--- src/rtl/mult_pkg.sv ---
// Shared types and helpers for the multiplier result back-end.
package mult_pkg;

  localparam int unsigned XLEN = 32;
  localparam int unsigned TAGW = 5;
  localparam int unsigned PW   = 2 * XLEN;

  // Per-op sideband carried alongside the multiplier chain.
  typedef struct packed {
    logic            v;
    logic            neg;
    logic            hi;
    logic [TAGW-1:0] tag;
  } sb_t;

  // Two's-complement negation over the full product width.
  function automatic logic [PW-1:0] twos_neg(input logic [PW-1:0] p);
    return ~p + PW'(1);
  endfunction

endpackage

--- src/rtl/mult_post_fifo.sv ---
// Synchronous first-word fall-through FIFO with flush.
module mult_post_fifo #(
  parameter int unsigned DEPTH = 4,
  parameter int unsigned W     = 37
) (
  input  logic         clk_i,
  input  logic         rst_ni,
  input  logic         flush_i,
  input  logic         push_i,
  input  logic [W-1:0] data_i,
  input  logic         pop_i,
  output logic [W-1:0] data_o,
  output logic         empty_o,
  output logic         full_o
);

  localparam int unsigned AW = (DEPTH > 1) ? $clog2(DEPTH) : 1;
  localparam int unsigned CW = $clog2(DEPTH + 1);

  logic [W-1:0]  mem_q [DEPTH];
  logic [AW-1:0] wr_q, rd_q, wr_d, rd_d;
  logic [CW-1:0] cnt_q, cnt_d;
  logic          do_push, do_pop;

  function automatic logic [AW-1:0] ptr_inc(input logic [AW-1:0] p);
    return (p == AW'(DEPTH - 1)) ? '0 : p + AW'(1);
  endfunction

  assign empty_o = (cnt_q == '0);
  assign full_o  = (cnt_q == CW'(DEPTH));
  assign data_o  = mem_q[rd_q];
  assign do_push = push_i && !full_o;
  assign do_pop  = pop_i && !empty_o;

  // Next pointer and occupancy; flush wins over push and pop.
  always_comb begin
    wr_d  = wr_q;
    rd_d  = rd_q;
    cnt_d = cnt_q;
    if (flush_i) begin
      wr_d  = '0;
      rd_d  = '0;
      cnt_d = '0;
    end else begin
      if (do_push) wr_d = ptr_inc(wr_q);
      if (do_pop)  rd_d = ptr_inc(rd_q);
      cnt_d = cnt_q + CW'(do_push) - CW'(do_pop);
    end
  end

  // Pointer, count and storage registers.
  always_ff @(posedge clk_i or negedge rst_ni) begin
    if (!rst_ni) begin
      wr_q  <= '0;
      rd_q  <= '0;
      cnt_q <= '0;
      for (int i = 0; i < int'(DEPTH); i++) mem_q[i] <= '0;
    end else begin
      wr_q  <= wr_d;
      rd_q  <= rd_d;
      cnt_q <= cnt_d;
      if (do_push && !flush_i) mem_q[wr_q] <= data_i;
    end
  end

endmodule

--- src/rtl/mult_post.sv ---
// Result back-end for the shift-add multiplier chain: sideband delay line,
// sign fix-up, half select, result FIFO and issue credits.
module mult_post
  import mult_pkg::*;
#(
  parameter int unsigned LAT   = 32,
  parameter int unsigned DEPTH = 4
) (
  input  logic            clk_i,
  input  logic            rst_ni,
  input  logic            flush_i,
  input  logic            issue_i,
  input  logic            neg_i,
  input  logic            hi_i,
  input  logic [TAGW-1:0] tag_i,
  output logic            issue_ok_o,
  input  logic            cell_valid_i,
  input  logic [PW:0]     cell_acc_i,
  output logic            res_valid_o,
  input  logic            res_ready_i,
  output logic [XLEN-1:0] res_data_o,
  output logic [TAGW-1:0] res_tag_o,
  output logic            err_o
);

  localparam int unsigned CW = $clog2(DEPTH + 1);
  localparam int unsigned FW = XLEN + TAGW;

  sb_t             dl_q [LAT];
  sb_t             in_sb, head;
  logic [CW-1:0]   cnt_q, cnt_d;
  logic            err_q, err_d;
  logic            issue_acc, pop, fifo_empty, fifo_full;
  logic [PW-1:0]   prod, fixed;
  logic [XLEN-1:0] res;
  logic [FW-1:0]   fifo_out;
  logic            unused_acc_msb;

  // Carry bit of the last cell is not part of the product.
  assign unused_acc_msb = cell_acc_i[PW];

  assign issue_ok_o  = (cnt_q < CW'(DEPTH));
  assign issue_acc   = issue_i && issue_ok_o;
  assign res_valid_o = !fifo_empty;
  assign pop         = res_valid_o && res_ready_i;
  assign head        = dl_q[LAT-1];
  assign err_o       = err_q;

  // Stage-0 sideband; a dropped issue enters as an empty slot.
  always_comb begin
    in_sb     = '0;
    in_sb.v   = issue_acc;
    in_sb.neg = neg_i;
    in_sb.hi  = hi_i;
    in_sb.tag = tag_i;
  end

  // Sign fix-up and half select for the op at the head of the delay line.
  always_comb begin
    prod  = cell_acc_i[PW-1:0];
    fixed = head.neg ? twos_neg(prod) : prod;
    res   = head.hi ? fixed[PW-1:XLEN] : fixed[XLEN-1:0];
  end

  // Credit count and sticky protocol error.
  always_comb begin
    cnt_d = cnt_q;
    err_d = err_q | (issue_i & ~issue_ok_o) | (head.v ^ cell_valid_i);
    if (flush_i) begin
      cnt_d = '0;
    end else if (issue_acc && !pop) begin
      cnt_d = cnt_q + CW'(1);
    end else if (!issue_acc && pop) begin
      cnt_d = cnt_q - CW'(1);
    end
  end

  // Sideband delay line matched to the chain latency.
  always_ff @(posedge clk_i or negedge rst_ni) begin
    if (!rst_ni) begin
      for (int i = 0; i < int'(LAT); i++) dl_q[i] <= '0;
    end else begin
      dl_q[0] <= flush_i ? '0 : in_sb;
      for (int i = 1; i < int'(LAT); i++) dl_q[i] <= flush_i ? '0 : dl_q[i-1];
    end
  end

  // Credit and error registers.
  always_ff @(posedge clk_i or negedge rst_ni) begin
    if (!rst_ni) begin
      cnt_q <= '0;
      err_q <= 1'b0;
    end else begin
      cnt_q <= cnt_d;
      err_q <= err_d;
    end
  end

  mult_post_fifo #(
    .DEPTH (DEPTH),
    .W     (FW)
  ) u_fifo (
    .clk_i   (clk_i),
    .rst_ni  (rst_ni),
    .flush_i (flush_i),
    .push_i  (head.v),
    .data_i  ({res, head.tag}),
    .pop_i   (pop),
    .data_o  (fifo_out),
    .empty_o (fifo_empty),
    .full_o  (fifo_full)
  );

  assign res_data_o = fifo_out[FW-1:TAGW];
  assign res_tag_o  = fifo_out[TAGW-1:0];

  // Full never gates a write: credits bound occupancy to DEPTH.
  logic unused_fifo_full;
  assign unused_fifo_full = fifo_full;

endmodule

--- config.mk ---
export PLATFORM = sky130hd
export DESIGN_NAME = mult_post
export DESIGN_NICKNAME = d
export VERILOG_FILES = /design/src/rtl/mult_pkg.sv /design/src/rtl/mult_post_fifo.sv /design/src/rtl/mult_post.sv
export SDC_FILE = /design/constraint.sdc
export NUM_CORES = 1
export LEC_CHECK = 0
export ABC_AREA = 1
export BUFFER_PORTS_ARGS = -buffer_cell sky130_fd_sc_hd__buf_4
export CAP_MARGIN = 20
export CORE_MARGIN = 5
export CORE_UTILIZATION = 34
export CTS_BUF_LIST = sky130_fd_sc_hd__clkbuf_4
export DETAILED_ROUTE_END_ITERATION = 16
export PLACE_DENSITY_LB_ADDON = 0.12
export SLEW_MARGIN = 10
export SYNTH_ARGS = -nofsm -noshare
export SYNTH_HDL_FRONTEND = slang
export SYNTH_SLANG_ARGS = --single-unit
--- constraint.sdc ---
create_clock -name clk_i -period 3.8 [get_ports clk_i]
set_clock_uncertainty 0.2 [all_clocks]
set_input_delay 0.95 -clock clk_i [delete_from_list [all_inputs] [get_ports clk_i]]
set_output_delay 0.95 -clock clk_i [all_outputs]
set_load 0.005 [all_outputs]
Word level (Yosys, flattened, before mapping)
Cells that the tools add are included.

Register bits: 415.

$add $sub $neg: 7. Order comparisons: 4. Eq/ne operators: 3. Mux-type cells: 50. Bitwise gates (word level): 8. Reductions and logical operators: 17.

Operator list (count): $mux W8 (32); $bwmux W148 (1); $mux W37 (3); $bmux W37 S2 (1); $demux W37 S2 (1); $add A64 B1 Y64 const B (1); $mux W64 (1); $not A64 Y64 (1); $mux W32 (1); $mux W2 (6); $mux W3 (4); $logic_and A1 B1 Y1 (8); $ge A3 B3 Y1 const B (2); $not A2 Y3 (2); $logic_not A1 Y1 (5); $add A2 B1 Y2 const B (2); $eq A2 B2 Y1 const B (2); $reduce_bool A2 Y1 (2); $add A3 B1 Y3 (1); $add A3 B1 Y3 const B (1); $eq A3 B3 Y1 const B (1); $logic_not A3 Y1 (1); $lt A3 B1 Y1 const B (1); $lt A3 B3 Y1 const B (1); other kinds (7) (8).

Longest topological paths before layout
Depth in word-level cells: 7. Depth in mapped cells: 12. Mapped depth without buffers: 12.

Hierarchy
From an unflattened synthesis, not the netlist that was laid out.

Cells, all modules: 2335. Area total of the unflattened synthesis: 19029.5 µm².

Modules (own cells, without submodules): mult_post (times used 1, cells each 1411, area an instance 11370.9 µm²); mult_post_fifo (times used 1, cells each 924, area an instance 7658.6 µm²).

Worst setup path after synthesis
OpenSTA, ideal clock, no wires.

Path type: register to output. Start point: register u_fifo.rd_q[0]. End point: output port res_data_o[10]. Arrival: 1306 ps. Data required time: 2650 ps. Setup slack: 1344 ps. Cell stages (with the launch flop): 7. Path buffers: 3. Cell sequence: dfrtp_1 buf_2 inv_1 buf_2 clkbuf_1 nor2_1 o22ai_1.

Word-level cells in the longest chain between the ends: 4.

RTL lines: start, declared (line mult_post_fifo.sv:21) `logic [AW-1:0] wr_q, rd_q, wr_d, rd_d;`; start signal, assigned (line mult_post_fifo.sv:60) `rd_q <= rd_d;`; $not A2 Y3 (implied by the code) (line mult_post_fifo.sv:31) `assign data_o = mem_q[rd_q];`; $bmux W37 S2 (line mult_post_fifo.sv:31); $mux W37 (implied by the code) (2 in a row) (line mult_post_fifo.sv:31); end, declared (line mult_post.sv:21) `output logic [XLEN-1:0] res_data_o,`.

No other way between the ends. The select of a mux whose other input is x is not followed.

Final worst setup path
Start point: register u_fifo.rd_q[0]. End point: output port res_data_o[16].

Same word-level chain as after synthesis.

==> results.yml <==
outcome:
  status: "completed"
place:
  dp.final_hpwl_um: 32300
  place_area_mm2: 0.0199
  place_inst: 2996
  gp_congestion: 0.907
  io_buffers: 116
final_layout:
  fill_cells: 5555
  layout-drive-gt1-share: 0.150
  final_common_cell: "nand2_1"
  layout_common_cells: "nand2_1, nor2_1, dfrtp_1"
  fin_cells: 3182
  layout.nets: 2509
  syn_to_final_growth_pct: 16.5
  final_area_mm2: 0.0212
worst_setup_path:
  cp_cell_sequence: "inv_2 -> buf_12 -> o21ai_0 -> o22ai_1 -> buf_4"
  r2r-start: "dl_q[6]"
  crit_fanout: 48
  worst_ep_arrival_time_ns: 2.45
  worst-setup-path-type: "flop to output port"
  end_kind: "output port"
  reg2reg_slack_ns: 1.40
  cp_slowest_cell: "dfrtp_2"
  critPathRequiredTime_ns: 2.65
  reg2regPathDepth: 8
  start_kind: "flop"
  critPathMaxStageDelay_ns: 0.43
  reg2reg_to: "u_fifo.mem_q[59]"
clocking:
  tritoncts: "built"
  clkTransAtPathRegs_ns: 0.06
  cts_sinks: 415
  htreeDepth: 3
  clkLatencyLatePin_ns: 0.82
  clockRootBuffer: "clkbuf_4"
  ctsLongestPathBuffers: 3
  cts_made_buffers: 110
floorplan:
  fp.dieW_um: 242
  pin_count: 118
  rows: 84
  initial_utilization: 0.345
  die_y_um: 242
  dieArea_mm2: 0.0583
  core_area_mm2: 0.0529
yosys:
  synth-seq-cells: 415
  synth_fp_nets: 2348
  yosysTopAreaCell: "dfrtp_1"
  yosys.cell_types.count: 36
  synth_cells: 2260
  synthTopCellsByArea: "dfrtp_1, nand2_1, nor2_1, inv_1, nand3_1"
  yosys_warnings: 0
  async_flop_share: 1.00
  avgSynthCellArea_um2: 8.06
  seq_area_frac_synth: 0.570
  syn-cell-area_mm2: 0.0182
  synth_top_cell_area_share: 0.570
  synth_edf_count: 0
  ys.flop_type: "dfrtp_1"
sta:
  rsz0062_at_grt: "no"
  fin_tns_setup_ns: 0
  drv_slew: 0
  fin_crit_sh: 0.946
  timing.fmax_mhz: 278
  worstMarginPinSlew_ns: 0.890
  slew_headroom: 0.406
  setup_violations: 0
  finalHoldViolCount: 0
  period_needed_ns: 3.60
routing:
  via_count: 14800
  routed_wl_um: 50000
  drt-pass1-iter-count: 5
  drtAntennaViolNets: 0
  via_per_inst: 4.65
  avgRoutedWirePerCell_um: 15.7
  drt_iter0_markers: 1004
  drc_errors: 0
pwr:
  p_per_area_mw_per_mm2: 479
  power_w: 0.0102
  leakage_nw: 10.8
  peakVddDrop_v: 0.000378
min_path:
  holdPathStages: 3
  hp-class: "input port to flop"
  min_from: "tag_i[0]"
  worstHoldEndpoint: "dl_q[248]"
grt:
  antenna_found_initial: 2
  grt_max_degree: 132
  overflow: 0
  grt_pass1_wl_um: 80500
  grt_pass1_vias: 14800
  grt_use_total: 0.171
flow_run:
  drv_cap: 0
-- area by class of cell --
cell class | count | area [µm²] | area share
Tap cell | 688 | 861 | 0.0406
Antenna cell | 3 | 7.51 | 0.000354
Clock inverter | 24 | 115 | 0.00542
Sequential cell | 415 | 10400 | 0.489
Timing Repair Buffer | 145 | 1230 | 0.0581
Clock buffer | 158 | 1190 | 0.0559
Multi-Input combinational cell | 1427 | 6220 | 0.293
Inverter | 322 | 1210 | 0.0569
-- worst max-delay path: cells and delay by family (launching register included) --
kind	cells	cell delay, ns
DFF	1	0.43
buffers and inverters	3	0.70
AOI/OAI and AO/OA	2	0.50
-- what timing repair did --
item / in CTS / in global routing
setup endpoints to repair: 0 / 1
hold buffers: 1 / 0
gates resized for setup: 0 / 1
endpoints found under the hold margin: 54 / 0
buffers inserted: 0 / 0
-- synthesized netlist by cell type, drive strengths merged (3+ instances only) --
library cell and count:
or2 3, ha 8, nand3 114, nor2 470
o21ai 134, a21o 7, clkbuf 56, inv 322
a21oi 21, nand3b 6, o22ai 39, nand4 13
buf 40, nand2 599, dfrtp 415
-- layer usage --
metal	GRT usage	wire length (µm)	share of wire	up-vias
li1	-	-	-	7221
met1	0.233	22800	0.46	7123
met2	0.271	23000	0.46	371
met3	0.0360	2750	0.055	97
met4	0.0653	1450	0.029	0
met5	0	0	0	-
-- cells by family after synthesis --
logic type      synth area share
simple gates               0.269
buf+inv                   0.0884
compound gates            0.0639
flops                      0.570
xor+xnor                 0.00144
fa+ha+maj                0.00769
-- worst max path at each step --
stage                    from               end  slack [ns]  cells after the start
2_1_floorplan  u_fifo.rd_q[0]    res_data_o[10]        1.34                      6
3_3_place_gp    cell_acc_i[2]  u_fifo.mem_q[18]        0.76                     13
3_5_place_dp    cell_acc_i[2]  u_fifo.mem_q[18]        0.79                     13
4_1_cts        u_fifo.rd_q[1]     res_data_o[0]        0.08                      4
5_1_grt        u_fifo.rd_q[0]    res_data_o[10]        0.05                      5
6_report       u_fifo.rd_q[0]    res_data_o[16]        0.20                      5
-- power by group --
| part | internal, W | switching, W |
|---|---|---|
| Sequential | 0.00452 | 0.0000558 |
| Clock | 0.00189 | 0.00178 |
| Combinational | 0.000736 | 0.00119 |
-- registers in the layout, summed over array words and instances (netlist names) --
signal / flops
u_fifo.wr_q: 2
u_fifo.rd_q: 2
dl_q: 256
cnt_q: 3
u_fifo.mem_q: 148
u_fifo.cnt_q: 3
err_o: 1
-- through the flow --
step	utilization	hold WS (ns)	setup WS (ns)
finish	0.401	0.134	0.204
global route	0.401	0.0405	0.0513
CTS	0.401	0.000243	0.0765
detailed placement	0.376	0.243	0.787
global placement	0.376	0.235	0.755
floorplan	-	0.234	1.34
Power figures use the tool's default switching activity.
